`src/rtl/elm_neuron_driver_if.sv`:
```
// Upstream side of the ELM neuron driver: command channel plus ready/valid
// data stream carrying weight, bias and input words.
interface elm_neuron_driver_if #(
  parameter int DATA_WIDTH = 16,
  parameter int CFG_WIDTH  = 33
);
  logic                  cmd_valid;
  logic                  cmd_ready;
  logic                  cmd_op;
  logic [CFG_WIDTH-1:0]  cmd_layer;
  logic [CFG_WIDTH-1:0]  cmd_neuron;
  logic [DATA_WIDTH-1:0] s_data;
  logic                  s_valid;
  logic                  s_ready;

  modport master (
    output cmd_valid, cmd_op, cmd_layer, cmd_neuron, s_data, s_valid,
    input  cmd_ready, s_ready
  );

  modport slave (
    input  cmd_valid, cmd_op, cmd_layer, cmd_neuron, s_data, s_valid,
    output cmd_ready, s_ready
  );
endinterface

```
`src/rtl/elm_neuron_driver.sv`:
```
// Transmit-side driver for one ELM hidden-layer neuron: streams weights/bias
// or inference inputs to the neuron and returns one activation per INFER.
module elm_neuron_driver #(
  parameter int DATA_WIDTH = 16,
  parameter int NUM_WEIGHT = 128,
  parameter int CFG_WIDTH  = 33,
  parameter int OUT_WIDTH  = 16,
  parameter int TIMEOUT    = 1024
) (
  input  logic                  clk,
  input  logic                  rst,
  elm_neuron_driver_if.slave    up,
  output logic [CFG_WIDTH-1:0]  config_layer_num,
  output logic [CFG_WIDTH-1:0]  config_neuron_num,
  output logic                  weightValid,
  output logic [DATA_WIDTH-1:0] weightValue,
  output logic                  biasValid,
  output logic [DATA_WIDTH-1:0] biasValue,
  output logic                  myinputValid,
  output logic [DATA_WIDTH-1:0] myinput,
  input  logic [OUT_WIDTH-1:0]  neuron_out,
  input  logic                  neuron_outvalid,
  output logic [OUT_WIDTH-1:0]  result,
  output logic                  result_valid,
  output logic                  busy,
  output logic                  timeout_err
);
  localparam int CNT_W = $clog2(NUM_WEIGHT) + 1;
  localparam int TMO_W = $clog2(TIMEOUT) + 1;
  localparam logic [CNT_W-1:0] CNT_LAST = CNT_W'(NUM_WEIGHT - 1);
  localparam logic [TMO_W-1:0] TMO_LAST = TMO_W'(TIMEOUT - 1);

  typedef enum logic [2:0] {S_IDLE, S_LOAD_W, S_LOAD_B, S_FEED, S_WAIT} state_e;

  state_e                state_q, state_d;
  logic [CNT_W-1:0]      cnt_q, cnt_d;
  logic [TMO_W-1:0]      tmo_q, tmo_d;
  logic [CFG_WIDTH-1:0]  layer_q, layer_d, neuron_q, neuron_d;
  logic                  wvld_q, wvld_d, bvld_q, bvld_d, ivld_q, ivld_d;
  logic [DATA_WIDTH-1:0] wval_q, wval_d, bval_q, bval_d, ival_q, ival_d;
  logic [OUT_WIDTH-1:0]  res_q, res_d;
  logic                  rvld_q, rvld_d, err_q, err_d;
  logic                  stream_open, cmd_hs, s_hs;

  assign stream_open  = (state_q == S_LOAD_W) || (state_q == S_LOAD_B) || (state_q == S_FEED);
  assign up.cmd_ready = (state_q == S_IDLE);
  assign up.s_ready   = stream_open;
  assign cmd_hs       = up.cmd_valid && (state_q == S_IDLE);
  assign s_hs         = up.s_valid && stream_open;

  always_ff @(posedge clk) begin : state_reg
    if (rst) state_q <= S_IDLE;
    else     state_q <= state_d;
  end

  always_comb begin : next_state
    state_d = state_q;
    case (state_q)
      S_IDLE:   if (cmd_hs) state_d = up.cmd_op ? S_FEED : S_LOAD_W;
      S_LOAD_W: if (s_hs && cnt_q == CNT_LAST) state_d = S_LOAD_B;
      S_LOAD_B: if (s_hs) state_d = S_IDLE;
      S_FEED:   if (s_hs && cnt_q == CNT_LAST) state_d = S_WAIT;
      // A response arriving on the last timeout cycle still counts as a result.
      S_WAIT:   if (neuron_outvalid || tmo_q == TMO_LAST) state_d = S_IDLE;
      default:  state_d = S_IDLE;
    endcase
  end

  always_comb begin : outputs
    cnt_d    = cnt_q;
    tmo_d    = tmo_q;
    layer_d  = layer_q;
    neuron_d = neuron_q;
    wvld_d   = 1'b0;
    wval_d   = wval_q;
    bvld_d   = 1'b0;
    bval_d   = bval_q;
    ivld_d   = 1'b0;
    ival_d   = ival_q;
    res_d    = res_q;
    rvld_d   = 1'b0;
    err_d    = err_q;
    case (state_q)
      S_IDLE: if (cmd_hs) begin
        cnt_d = '0;
        if (!up.cmd_op) begin
          layer_d  = up.cmd_layer;
          neuron_d = up.cmd_neuron;
        end
      end
      S_LOAD_W: if (s_hs) begin
        wvld_d = 1'b1;
        wval_d = up.s_data;
        cnt_d  = cnt_q + 1'b1;
      end
      S_LOAD_B: if (s_hs) begin
        bvld_d = 1'b1;
        bval_d = up.s_data;
      end
      S_FEED: if (s_hs) begin
        ivld_d = 1'b1;
        ival_d = up.s_data;
        cnt_d  = cnt_q + 1'b1;
        if (cnt_q == CNT_LAST) tmo_d = '0;
      end
      S_WAIT: begin
        if (neuron_outvalid) begin
          res_d  = neuron_out;
          rvld_d = 1'b1;
        end else if (tmo_q == TMO_LAST) begin
          err_d = 1'b1;
        end else begin
          tmo_d = tmo_q + 1'b1;
        end
      end
      default: ;
    endcase
  end

  // All-ones config select addresses no neuron after reset.
  always_ff @(posedge clk) begin : data_reg
    if (rst) begin
      cnt_q    <= '0;
      tmo_q    <= '0;
      layer_q  <= '1;
      neuron_q <= '1;
      wvld_q   <= 1'b0;
      wval_q   <= '0;
      bvld_q   <= 1'b0;
      bval_q   <= '0;
      ivld_q   <= 1'b0;
      ival_q   <= '0;
      res_q    <= '0;
      rvld_q   <= 1'b0;
      err_q    <= 1'b0;
    end else begin
      cnt_q    <= cnt_d;
      tmo_q    <= tmo_d;
      layer_q  <= layer_d;
      neuron_q <= neuron_d;
      wvld_q   <= wvld_d;
      wval_q   <= wval_d;
      bvld_q   <= bvld_d;
      bval_q   <= bval_d;
      ivld_q   <= ivld_d;
      ival_q   <= ival_d;
      res_q    <= res_d;
      rvld_q   <= rvld_d;
      err_q    <= err_d;
    end
  end

  assign config_layer_num  = layer_q;
  assign config_neuron_num = neuron_q;
  assign weightValid       = wvld_q;
  assign weightValue       = wval_q;
  assign biasValid         = bvld_q;
  assign biasValue         = bval_q;
  assign myinputValid      = ivld_q;
  assign myinput           = ival_q;
  assign result            = res_q;
  assign result_valid      = rvld_q;
  assign busy              = (state_q != S_IDLE);
  assign timeout_err       = err_q;
endmodule

```
`src/flat_wrapper.sv`:
```
// flat-port wrapper written by rule: the top's interface ports become plain ports
module elm_neuron_driver_flat 
#(
  parameter int DATA_WIDTH = 16,
  parameter int NUM_WEIGHT = 128,
  parameter int CFG_WIDTH  = 33,
  parameter int OUT_WIDTH  = 16,
  parameter int TIMEOUT    = 1024
)
  (clk, rst, config_layer_num, config_neuron_num, weightValid, weightValue, biasValid, biasValue, myinputValid, myinput, neuron_out, neuron_outvalid, result, result_valid, busy, timeout_err, up_cmd_valid, up_cmd_op, up_cmd_layer, up_cmd_neuron, up_s_data, up_s_valid, up_cmd_ready, up_s_ready);
  elm_neuron_driver_if #(.DATA_WIDTH(DATA_WIDTH), .CFG_WIDTH(CFG_WIDTH)) up_i ();
  input  logic clk;
  input  logic rst;
  output logic [CFG_WIDTH-1:0] config_layer_num;
  output logic [CFG_WIDTH-1:0] config_neuron_num;
  output logic weightValid;
  output logic [DATA_WIDTH-1:0] weightValue;
  output logic biasValid;
  output logic [DATA_WIDTH-1:0] biasValue;
  output logic myinputValid;
  output logic [DATA_WIDTH-1:0] myinput;
  input  logic [OUT_WIDTH-1:0] neuron_out;
  input  logic neuron_outvalid;
  output logic [OUT_WIDTH-1:0] result;
  output logic result_valid;
  output logic busy;
  output logic timeout_err;
  input wire logic [$bits(up_i.cmd_valid)-1:0] up_cmd_valid;
  input wire logic [$bits(up_i.cmd_op)-1:0] up_cmd_op;
  input wire logic [$bits(up_i.cmd_layer)-1:0] up_cmd_layer;
  input wire logic [$bits(up_i.cmd_neuron)-1:0] up_cmd_neuron;
  input wire logic [$bits(up_i.s_data)-1:0] up_s_data;
  input wire logic [$bits(up_i.s_valid)-1:0] up_s_valid;
  output wire logic [$bits(up_i.cmd_ready)-1:0] up_cmd_ready;
  output wire logic [$bits(up_i.s_ready)-1:0] up_s_ready;
  assign up_i.cmd_valid = up_cmd_valid;
  assign up_i.cmd_op = up_cmd_op;
  assign up_i.cmd_layer = up_cmd_layer;
  assign up_i.cmd_neuron = up_cmd_neuron;
  assign up_i.s_data = up_s_data;
  assign up_i.s_valid = up_s_valid;
  assign up_cmd_ready = up_i.cmd_ready;
  assign up_s_ready = up_i.s_ready;
  elm_neuron_driver #(.DATA_WIDTH(DATA_WIDTH), .NUM_WEIGHT(NUM_WEIGHT), .CFG_WIDTH(CFG_WIDTH), .OUT_WIDTH(OUT_WIDTH), .TIMEOUT(TIMEOUT)) u_core (.clk(clk), .rst(rst), .up(up_i), .config_layer_num(config_layer_num), .config_neuron_num(config_neuron_num), .weightValid(weightValid), .weightValue(weightValue), .biasValid(biasValid), .biasValue(biasValue), .myinputValid(myinputValid), .myinput(myinput), .neuron_out(neuron_out), .neuron_outvalid(neuron_outvalid), .result(result), .result_valid(result_valid), .busy(busy), .timeout_err(timeout_err));
endmodule
```
`config.mk`:
```
export PLATFORM = sky130hd
export DESIGN_NAME = elm_neuron_driver_flat
export DESIGN_NICKNAME = d
export VERILOG_FILES = /design/src/rtl/elm_neuron_driver_if.sv /design/src/rtl/elm_neuron_driver.sv /design/src/flat_wrapper.sv
export SDC_FILE = /design/constraint.sdc
export NUM_CORES = 1
export LEC_CHECK = 0
export CAP_MARGIN = 20
export CORE_MARGIN = 2
export CORE_UTILIZATION = 40
export CTS_CLUSTER_DIAMETER = 120
export DETAILED_ROUTE_END_ITERATION = 7
export DONT_BUFFER_PORTS = 1
export GPL_TIMING_DRIVEN = 0
export HOLD_SLACK_MARGIN = 0.03
export PLACE_DENSITY_LB_ADDON = 0.12
export SYNTH_ARGS = -nofsm -noshare
export SYNTH_HDL_FRONTEND = slang
export SYNTH_SLANG_ARGS = --single-unit
export TNS_END_PERCENT = 5
```
`constraint.sdc`:
```
create_clock -name clk -period 2.4 [get_ports clk]
set_input_delay 0.24 -clock clk [delete_from_list [all_inputs] [get_ports clk]]
set_output_delay 0.24 -clock clk [all_outputs]
set_load 0.01 [all_outputs]
```
==> impl_metrics.toml <==
[clock_tree]
numCtsBuffers = 17
worstSkewPairLatency_ps = 420
clkTransAtPathRegs_ps = 60
cts_resized = 0
h-tree-depth = 4
cts.sinks = 157
cts_tree = "yes"
clk_path_buf_depth = 2
cts_root_buf = "clkbuf_16"

[worst_setup_path]
cpMostUsedCell = "clkbuf_1"
slowest_stage = "or4b_1"
startpoint_type = "register"
path_class = "reg -> reg"
end_kind = "register"
reg2reg_from = "u_core.state_q[0]$_SDFFE_PP0P_"
worstPathMaxFanout = 10
crit_required_ps = 2680
crit_start = "u_core.state_q[0]$_SDFFE_PP0P_"
arrival_ps = 2470
slowest_delay_ps = 510
critical_path.cell_chain = "or4b_1 -> clkbuf_1 -> clkbuf_1 -> clkbuf_1 -> o21ai_0 -> nand3_1"

[route]
wl_per_cell_um = 17.6
drt_drc_violations_left = 0
viasPerCell = 5.48
drtPass1Iterations = 4
routed_wirelength_um = 18300
drt.antenna.violating_nets = 0
dr.first_iter.drc_count = 246
num_vias = 5719

[global_routing]
grt_max_degree = 17
overflow = 0
grt_pass1_vias = 5677
grt_first_pass_wirelength_um = 28700
antenna_found_initial = 0
grt_usage_pct = 22.7

[cells_and_area]
areaGrowthSynthToFinish_pct = 30.6
regArea_um2 = 3140
diodes = 0
layout_common_cells = "nand2_1 (202), dfxtp_1 (157), dlygate4sd3_1 (98)"
drive_above_1_share_pct = 5.93
stdcell_area_um2 = 7750
fin_nets = 954
layout_commonest_cell = "nand2_1"
fin_util_pct = 53.4
nFillCells = 1337
multi_input_area_um2 = 2540

[place]
dp_hpwl_um = 12600
place_worst_setup_slack_ps = 287
gp_congestion = 0.816
numPortBuffers = 0
place_area_um2 = 6170

[yosys]
synth_fa_ha_area_share_pct = 0.422
synth.net_count = 837
muxShareOfSynthArea_pct = 0
synth-xor-area-share_pct = 0.295
avgSynthCellArea_um2 = 8.12
ys_warn_count = 0
ys_seq_elements = 157
yosysTopAreaCell = "dfxtp_1"
yosys.area_share.simple_pct = 24.9
yosysSeqAreaShare_pct = 53.0
ys_types = 52
yosysTopAreaCellShare_pct = 53.0
synth_area_leaders = "dfxtp_1 (53%), nand2_1 (13%), a21oi_1 (6.0%)"
async_reset_ff_share_pct = 0
synthFlopType = "dfxtp_1"
synth_cells = 731
synth_top_family_by_area = "simple AND/OR/NAND/NOR gates"
synth_area_um2 = 5940
synth_compound_area_share_pct = 17.2
synth_edf_count = 0

[floorplan]
die_h_um = 126
die_w_um = 126
dieArea_um2 = 15800
start_util_pct = 40.8
io-pin-count = 242
rows = 44
core_area_um2 = 14500

[timing]
final_hold_viol_count = 0
min_period_ps = 2200
fin_setup_tns_ps = 0
drv_slew = 0
finalSetupViolCount = 0
fmax_mhz = 455
rsz0062_at_grt = "false"
min_period_over_period_pct = 91.5
tightest_slew_ps = 744
slew_headroom_pct = 50.1
setup_slack_ps = 203
final.setup_skew_ps = 5.40

[power]
p_leak_nw = 2.74
p_per_area_nw_per_um2 = 812
ir_drop_v = 0.000497
total_power_mw = 6.30

[hold_path]
hold_path_class = "in -> reg"
hold_path_startpoint = "up_cmd_valid"

[outcome]
status = "completed"

[flow_run]
cap_viol_max_count = 0
-- metrics by stage --
stage	std cells	hold slack, ps
finish	1044	108
global route	1044	120
floorplan	731	364
global placement	915	367
CTS	1044	90.2
detailed placement	915	370
-- registers in the layout, summed over array words and instances (netlist names) --
| name | cells |
|---|---|
| u_core.config_layer_num | 33 |
| u_core.myinputValid | 1 |
| u_core.result_valid | 1 |
| u_core.timeout_err | 1 |
| u_core.myinput | 16 |
| u_core.cnt_q | 8 |
| u_core.weightValid | 1 |
| u_core.state_q | 3 |
| u_core.weightValue | 16 |
| u_core.tmo_q | 11 |
| u_core.biasValue | 16 |
| u_core.config_neuron_num | 33 |
| u_core.result | 16 |
| u_core.biasValid | 1 |
-- power breakdown --
group	internal, mW	switching (mW)	leakage, nW	total, mW
clock	1.72	1.06	0.299	2.78
combinational	0.249	0.367	1.16	0.616
sequential	2.74	0.160	1.28	2.90
total	4.71	1.58	2.74	6.30
-- per-layer routing --
| layer | GRT usage [%] | vias up | part of all wire [%] |
|---|---|---|---|
| met1 | 25.5 | 2704 | 40 |
| met4 | 7.76 | 0 | 1.8 |
| met5 | 0 | - | 0 |
| met3 | 8.07 | 24 | 8.1 |
| li1 | - | 2750 | - |
| met2 | 40.1 | 241 | 50 |
-- synth_stat cells, drive strengths merged (2+ instances only) --
| master | number |
|---|---|
| nand3 | 71 |
| nor3 | 4 |
| nand2 | 202 |
| or3b | 2 |
| ha | 2 |
| o31ai | 5 |
| o41ai | 2 |
| buf | 12 |
| or3 | 2 |
| o221a | 3 |
| and3 | 6 |
| a211oi | 4 |
| o31a | 2 |
| dfxtp | 157 |
| nor4 | 2 |
| nor4b | 2 |
| a21oi | 71 |
| a41oi | 3 |
| inv | 5 |
| nand4 | 3 |
| a2111oi | 2 |
| o21ai | 71 |
| or4 | 5 |
| xnor2 | 2 |
| clkbuf | 45 |
| nand3b | 3 |
| a31oi | 5 |
| nor2 | 20 |
| nand4b | 2 |
| and4 | 3 |
-- final cells by class --
type,count,share of cell area [%]
plain buffers,57,3.00
clock buffers,23,6.16
clock inverters,8,1.68
inverters,5,0.242
multi-input cells,512,32.8
flip-flops and latches,157,40.5
well taps,184,2.97
repair buffers,98,12.6
-- critical path: cells and delay by family, from the launching register on --
family	cells	cell delay (ps)
AOI/OAI and AO/OA	1	280
DFF	1	360
and+or+nand+nor	2	650
buffers and inverters	3	750
-- cell families after synthesis --
family | count (synthesis)
AND/OR/NAND/NOR | 331
buffers and inverters | 62
adder cells (fa/ha/maj) | 2
AO/OA/AOI/OAI | 177
flip-flops | 157
XOR/XNOR | 2
-- timing repair --
action	CTS	global route
setup buffers	0	0
hold endpoints to repair	130	0
hold buffers	98	0
-- final timing paths --
kind / to / slack [ps] / depth (start not counted)
hold reg to reg: u_core.tmo_q[10]$_SDFFE_PP0P_ / 460 / 1
setup reg to reg: u_core.config_layer_num[11]$_SDFFE_PP1P_ / 200 / 6
setup / recovery: u_core.config_layer_num[11]$_SDFFE_PP1P_ / 200 / 6
hold / removal: u_core.state_q[2]$_SDFFE_PP0P_ / 110 / 2
Note: power is estimated with default switching activity, not from simulation.
